$ cat src/rtl/stopwatch_btn_cond_pkg.sv
// Shared stopwatch definitions: command indices, command vector width and
// default button-conditioning parameters.
package stopwatch_btn_cond_pkg;

    // Bit positions of each command in the 3-bit command / button vectors.
    localparam int CMD_START = 0;
    localparam int CMD_STOP  = 1;
    localparam int CMD_RESET = 2;

    // Width of the {reset, stop, start} command vector.
    localparam int CMD_W = 3;

    // Defaults: 10 ms debounce at 50 MHz, two-flop synchronizer.
    localparam int DEF_DB_CYCLES   = 500000;
    localparam int DEF_SYNC_STAGES = 2;
    localparam int DEF_CNT_W       = 19;

endpackage

$ cat src/rtl/stopwatch_btn_cond_btn_debounce.sv
// Single-button conditioner: synchronizer chain, debounce counter, stable
// level register and rising-edge detector on the stable level.
module btn_debounce #(
    parameter int SYNC_STAGES = 2,
    parameter int DB_CYCLES   = 500000,
    parameter int CNT_W       = 19
) (
    input  logic clk,
    input  logic rst,
    input  logic raw,
    output logic stable,
    output logic press
);

    // Counter value on which the next mismatching cycle accepts the new level.
    localparam logic [CNT_W-1:0] CNT_LAST = CNT_W'(DB_CYCLES - 1);

    logic [SYNC_STAGES-1:0] sync_q, sync_d;
    logic [CNT_W-1:0]       cnt_q, cnt_d;
    logic                   level_q, level_d;
    logic                   level_dly_q, level_dly_d;
    logic                   sync_out;

    assign sync_out = sync_q[SYNC_STAGES-1];

    // Next-state: shift the synchronizer, count consecutive mismatches and
    // accept the new level once the counter has seen DB_CYCLES of them.
    always_comb begin
        sync_d      = {sync_q[SYNC_STAGES-2:0], raw};
        cnt_d       = cnt_q;
        level_d     = level_q;
        level_dly_d = level_q;
        if (sync_out == level_q) begin
            cnt_d = '0;
        end else if (cnt_q == CNT_LAST) begin
            level_d = sync_out;
            cnt_d   = '0;
        end else begin
            cnt_d = cnt_q + CNT_W'(1);
        end
    end

    // State registers, all cleared by the synchronous reset.
    always_ff @(posedge clk) begin
        if (rst) begin
            sync_q      <= '0;
            cnt_q       <= '0;
            level_q     <= 1'b0;
            level_dly_q <= 1'b0;
        end else begin
            sync_q      <= sync_d;
            cnt_q       <= cnt_d;
            level_q     <= level_d;
            level_dly_q <= level_dly_d;
        end
    end

    assign stable = level_q;
    // Presses only; releases produce nothing.
    assign press  = level_q & ~level_dly_q;

endmodule

$ cat src/rtl/stopwatch_btn_cond.sv
// Button front end for the stopwatch: conditions three raw buttons and
// issues registered, mutually exclusive one-cycle command pulses.
module stopwatch_btn_cond
    import stopwatch_btn_cond_pkg::*;
#(
    parameter int SYNC_STAGES = DEF_SYNC_STAGES,
    parameter int DB_CYCLES   = DEF_DB_CYCLES,
    parameter int CNT_W       = DEF_CNT_W
) (
    input  logic       clk,
    input  logic       rst,
    input  logic       btn_start_raw,
    input  logic       btn_stop_raw,
    input  logic       btn_reset_raw,
    output logic       start,
    output logic       stop,
    output logic       reset,
    output logic [2:0] btn_stable,
    output logic       cmd_dropped
);

    logic [CMD_W-1:0] raw_vec;
    logic [CMD_W-1:0] stable_vec;
    logic [CMD_W-1:0] press_vec;
    logic [CMD_W-1:0] cmd_q, cmd_d;
    logic             dropped_q, dropped_d;

    assign raw_vec = {btn_reset_raw, btn_stop_raw, btn_start_raw};

    for (genvar i = 0; i < CMD_W; i++) begin : g_btn
        btn_debounce #(
            .SYNC_STAGES (SYNC_STAGES),
            .DB_CYCLES   (DB_CYCLES),
            .CNT_W       (CNT_W)
        ) u_btn (
            .clk    (clk),
            .rst    (rst),
            .raw    (raw_vec[i]),
            .stable (stable_vec[i]),
            .press  (press_vec[i])
        );
    end

    // Fixed-priority arbitration reset > stop > start; losers are dropped
    // and flagged rather than queued.
    always_comb begin
        cmd_d     = '0;
        dropped_d = 1'b0;
        if (press_vec[CMD_RESET]) begin
            cmd_d[CMD_RESET] = 1'b1;
            dropped_d        = press_vec[CMD_STOP] | press_vec[CMD_START];
        end else if (press_vec[CMD_STOP]) begin
            cmd_d[CMD_STOP] = 1'b1;
            dropped_d       = press_vec[CMD_START];
        end else if (press_vec[CMD_START]) begin
            cmd_d[CMD_START] = 1'b1;
        end
    end

    // Registered command outputs.
    always_ff @(posedge clk) begin
        if (rst) begin
            cmd_q     <= '0;
            dropped_q <= 1'b0;
        end else begin
            cmd_q     <= cmd_d;
            dropped_q <= dropped_d;
        end
    end

    assign start       = cmd_q[CMD_START];
    assign stop        = cmd_q[CMD_STOP];
    assign reset       = cmd_q[CMD_RESET];
    assign cmd_dropped = dropped_q;
    assign btn_stable  = stable_vec;

endmodule

$ cat config.mk
export PLATFORM = sky130hd
export DESIGN_NAME = stopwatch_btn_cond
export DESIGN_NICKNAME = d
export VERILOG_FILES = /design/src/rtl/stopwatch_btn_cond_pkg.sv /design/src/rtl/stopwatch_btn_cond_btn_debounce.sv /design/src/rtl/stopwatch_btn_cond.sv
export SDC_FILE = /design/constraint.sdc
export NUM_CORES = 1
export LEC_CHECK = 0
export CORE_MARGIN = 8
export CORE_UTILIZATION = 30
export CTS_BUF_LIST = sky130_fd_sc_hd__clkbuf_4 sky130_fd_sc_hd__clkbuf_8
export CTS_CLUSTER_SIZE = 12
export DETAILED_ROUTE_END_ITERATION = 7
export SYNTH_ARGS = -nofsm -noshare
export SYNTH_HDL_FRONTEND = slang
export SYNTH_SLANG_ARGS = --single-unit
$ cat constraint.sdc
create_clock -name clk -period 2 [get_ports clk]
set_input_delay 0.2 -clock clk [delete_from_list [all_inputs] [get_ports clk]]
set_output_delay 0.2 -clock clk [all_outputs]
set_load 0.05 [all_outputs]
==> summary.md <==
The worst hold path begins at g_btn[0].u_btn.level_dly_q. Maximum fanout along the worst path: 4. Traced cell by cell, the critical path runs through ha_1 -> inv_1 -> or4_2 -> nor2_1 -> mux2_2. Cells fill 35.5% of the core in the end.

Number of H-tree branching levels: 3. The floorplan step set the die width to 119 um. Counting every sink on the clock net gives 73. The length of routed wiring on met1 is 3.00 mm, and the depth of the most critical reg-to-reg path is 5.

The final hold violation count is 0, and the final hold slack is 0.413 ns. In this run the top signal layer used is met4. The library cell used as clock root buffer was sky130_fd_sc_hd__clkbuf_8. The area of the mapped netlist is 3160 um^2, and the remaining routing DRC violations is 0. Kind of start point of the critical path: a register. For the final routed database, the setup TNS stands at 0 ns. The end of the worst hold path was cmd_q[0].

The share of Yosys cell area claimed by the top area cell type was 46.3%. The depth of the worst hold-timing path was 1; the multi-input logic area was 1570 um^2. For the headroom to the max-slew limit, the log shows 66.1%. The routed design uses 2.81 mm of met2 wire.

The tools report the remaining global-route overflow as 0. For this run, the detailed router's first-pass iteration total came to 4. In this run the static leakage power is 1.12 nW. Worst-margin pin slew: 0.507 ns. Count of buffers added by post-CTS timing repair for setup: 0.

The areal power density over the cells was 704 nW/um^2; the register-to-register setup slack was 0.1 ns. The global-route wire length before repair was 11.0 mm. The tools report the number of warnings printed during yosys synthesis as 0. Across the VDD grid, the largest voltage drop is 0.235 mV. The maximum clock frequency came out at 526 MHz.

The worst path needs 1.90 ns of the cycle, external delays included. By area the synthesized netlist is led by sky130_fd_sc_hd__dfxtp_1 46%, sky130_fd_sc_hd__xnor2_1 7.5%, sky130_fd_sc_hd__nor2_1 6.8%. TritonCTS built the clock tree. The number of antenna diodes in the final layout is 0. The clock transition at the registers of the reported paths was 0.08 ns; the via count of the first global-routing pass was 2372. Wires add up to 6.05 mm.

The worst path meets setup with 0.0982 ns of slack. After detailed routing, the number of vias per cell comes to 4.80. Sequential cells were found to cover 46.3% of the synthesized design area. Count of input and output buffers: 11. The number of unique standard cell types used by synthesis was 43.

The die height works out to 119 um. The worst path uses 95.1% of the clock period. STA puts the critical path data arrival time at 2.13 ns. Timing analysis after detailed placement gives a worst setup slack of 0.126 ns. The number of antenna violations at the first check in global routing was 0. For the post-cts gate resize count, the log shows 0. On the worst path, the slowest cell contributes a delay of 0.70 ns.

The run gives 20 as the largest net degree at the start of global routing. For this run, the leading register cell type out of synthesis is sky130_fd_sc_hd__dfxtp_1. Setup violations remaining at the end of the flow were counted as 0. The largest individual stage delay along the critical path comes from the cell sky130_fd_sc_hd__or4_2. The fraction of layout cells with a size suffix above 1 was 10.3%; the maximum number of buffers from clock root to sink was 2. For the storage element area, the log shows 1460 um^2. The synthesized design contains 0 enable-type register cells. Global routing consumed, over all layers together, 9.36% of the routing resources. The region available for standard cell placement spans 10300 um^2.

In the detailed route, the total length drawn on met3 is 195 um. Synthesis produced a netlist with a net count of 357. The estimated wirelength of the detail-placed design came out at 4.19 mm. The die covers 14100 um^2. Count of state elements after synthesis: 73.

The largest total area in the synthesized netlist belongs to sky130_fd_sc_hd__dfxtp_1. The commonest cells after synthesis are 73 x sky130_fd_sc_hd__dfxtp_1, 57 x sky130_fd_sc_hd__nor2_1, 27 x sky130_fd_sc_hd__xnor2_1. The run gives 382 as the final layout net count. After synthesis, the mean cell area works out to 9.05 um^2.

Clock skew on the completed layout was measured at 0.0164 ns. Overall via count from detail_route: 2470. Across the run, the number of max-cap violations was 0.

The min-delay analysis places its worst path in the category register to register. The final-layout fill cell count is 1057, and the global placement routability congestion is 0.776. The startpoint identified for the worst register-to-register timing path is g_btn[1].u_btn.cnt_q[1]. Setup repair after global routing left no endpoint under its margin. The run finished with clean final reports. The count of nets left with antenna violations once routing finished came out at 0. In this run, post-CTS hold repair placed 0 buffers. 12 I/O pins were placed. The endpoint identified for the worst register-to-register timing path is g_btn[1].u_btn.stable. At the worst endpoint, the required time is 2.23 ns. The start-to-end type of the worst setup path was register to register. sky130_fd_sc_hd__dfxtp_1 is the most common cell in the netlist. Row generation in the floorplan step produced 37 rows.

Kind of end point of the critical path: a register. In this run, the number of DRC markers left after iteration 0 of detailed routing was 157. The post-synthesis cell count was 349; the average wire length per cell after detail routing was 11.7 um. The worst setup path startpoint is g_btn[1].u_btn.cnt_q[1]. The area added between synthesis and finish came out at 15.6%.

Share of synthesized flip-flops with an asynchronous set or reset: 0%. Clock latency on the worst-skew pair, taken at its later pin, is 0.34 ns. The number of slew-limit violations in the final report is 0, and the effective utilization at floorplan is 30.7%. Clock tree synthesis inserted a total of 9 buffers.
## critical path, delay by kind of cell, from the launching register on
kind	cells	cell delay [ns]
buf+inv	1	0.05
fa+ha+maj	1	0.18
flops	1	0.37
simple gates	2	0.86
mux	1	0.34
## layer usage
metal	vias to the layer above	global-route usage [%]
met1	1166	11.3
li1	1275	-
met2	27	14.7
met3	2	3.66
met4	0	3.56
met5	-	0
## sequential cells by signal, summed over array words and instances (netlist names)
name / flops
cmd_q: 3
cmd_dropped: 1
g_btn.u_btn.cnt_q: 57
g_btn.u_btn.stable: 3
g_btn.u_btn.sync_q: 6
g_btn.u_btn.level_dly_q: 3
## power by group
| group | internal [mW] | switching, mW | total [mW] |
|---|---|---|---|
| registers | 1.46 | 0.00363 | 1.46 |
| clock network | 0.533 | 0.534 | 1.07 |
| logic | 0.0196 | 0.0213 | 0.0409 |
| total | 2.01 | 0.559 | 2.57 |
## per-stage QoR
step	instances	power, mW	area, um^2
after detailed placement	499	1.54	3470
after floorplan	349	1.53	3160
after CTS	515	2.61	3650
after global placement	499	1.54	3470
final	515	2.57	3650
after global routing	515	2.70	3650
## cell type report
| cell class | instances | area share, % |
|---|---|---|
| clock buffers | 12 | 4.35 |
| clock inverters | 4 | 0.719 |
| inverters | 9 | 0.925 |
| multi-input cells | 256 | 43.1 |
| flip-flops and latches | 73 | 40.0 |
| well taps | 136 | 4.66 |
| repair buffers | 25 | 6.24 |
## layout by cell type (no fill, tap or decap), types with 2 or more instances in the layout
cell                              count
sky130_fd_sc_hd__and4_1               5
sky130_fd_sc_hd__nand2b_1             3
sky130_fd_sc_hd__nor4b_1              2
sky130_fd_sc_hd__or4_1                3
sky130_fd_sc_hd__clkbuf_8            11
sky130_fd_sc_hd__and3_1               7
sky130_fd_sc_hd__clkinv_2             2
sky130_fd_sc_hd__inv_1                9
sky130_fd_sc_hd__nor2b_1             10
sky130_fd_sc_hd__o31ai_1              3
sky130_fd_sc_hd__nor2_1              57
sky130_fd_sc_hd__a21oi_1             11
sky130_fd_sc_hd__clkdlybuf4s50_1     11
sky130_fd_sc_hd__nor4_1              10
sky130_fd_sc_hd__or4b_2               2
sky130_fd_sc_hd__or3_1                5
sky130_fd_sc_hd__nor4bb_1             2
sky130_fd_sc_hd__xor2_1              16
sky130_fd_sc_hd__nor3_1              11
sky130_fd_sc_hd__buf_4               13
sky130_fd_sc_hd__xnor2_1             27
sky130_fd_sc_hd__nand3_1             20
sky130_fd_sc_hd__nand2_1             14
sky130_fd_sc_hd__ha_1                 3
sky130_fd_sc_hd__o21ai_0              8
sky130_fd_sc_hd__or4b_1               3
sky130_fd_sc_hd__and2_1               2
sky130_fd_sc_hd__nand4_1             19
sky130_fd_sc_hd__dfxtp_1             73
## cell families (layout without fill, tap and decap cells)
family / Yosys count / count (layout) / share of synthesized area (%)
simple gates: 181 / 181 / 30.9
flops: 73 / 73 / 46.3
xor+xnor: 43 / 43 / 11.9
compound gates: 28 / 28 / 5.47
buf+inv: 20 / 50 / 3.92
fa+ha+maj: 3 / 3 / 1.19
mux: 1 / 1 / 0.356
## how the worst max path moves through the flow
stage                               end  depth (start not counted)
3_5_place_dp      g_btn[1].u_btn.stable                          5
3_3_place_gp      g_btn[1].u_btn.stable                          4
2_1_floorplan  g_btn[1].u_btn.cnt_q[16]                          6
6_report          g_btn[1].u_btn.stable                          5
5_1_grt           g_btn[1].u_btn.stable                          5
4_1_cts           g_btn[1].u_btn.stable                          5
(Power assumes the default switching activity.)
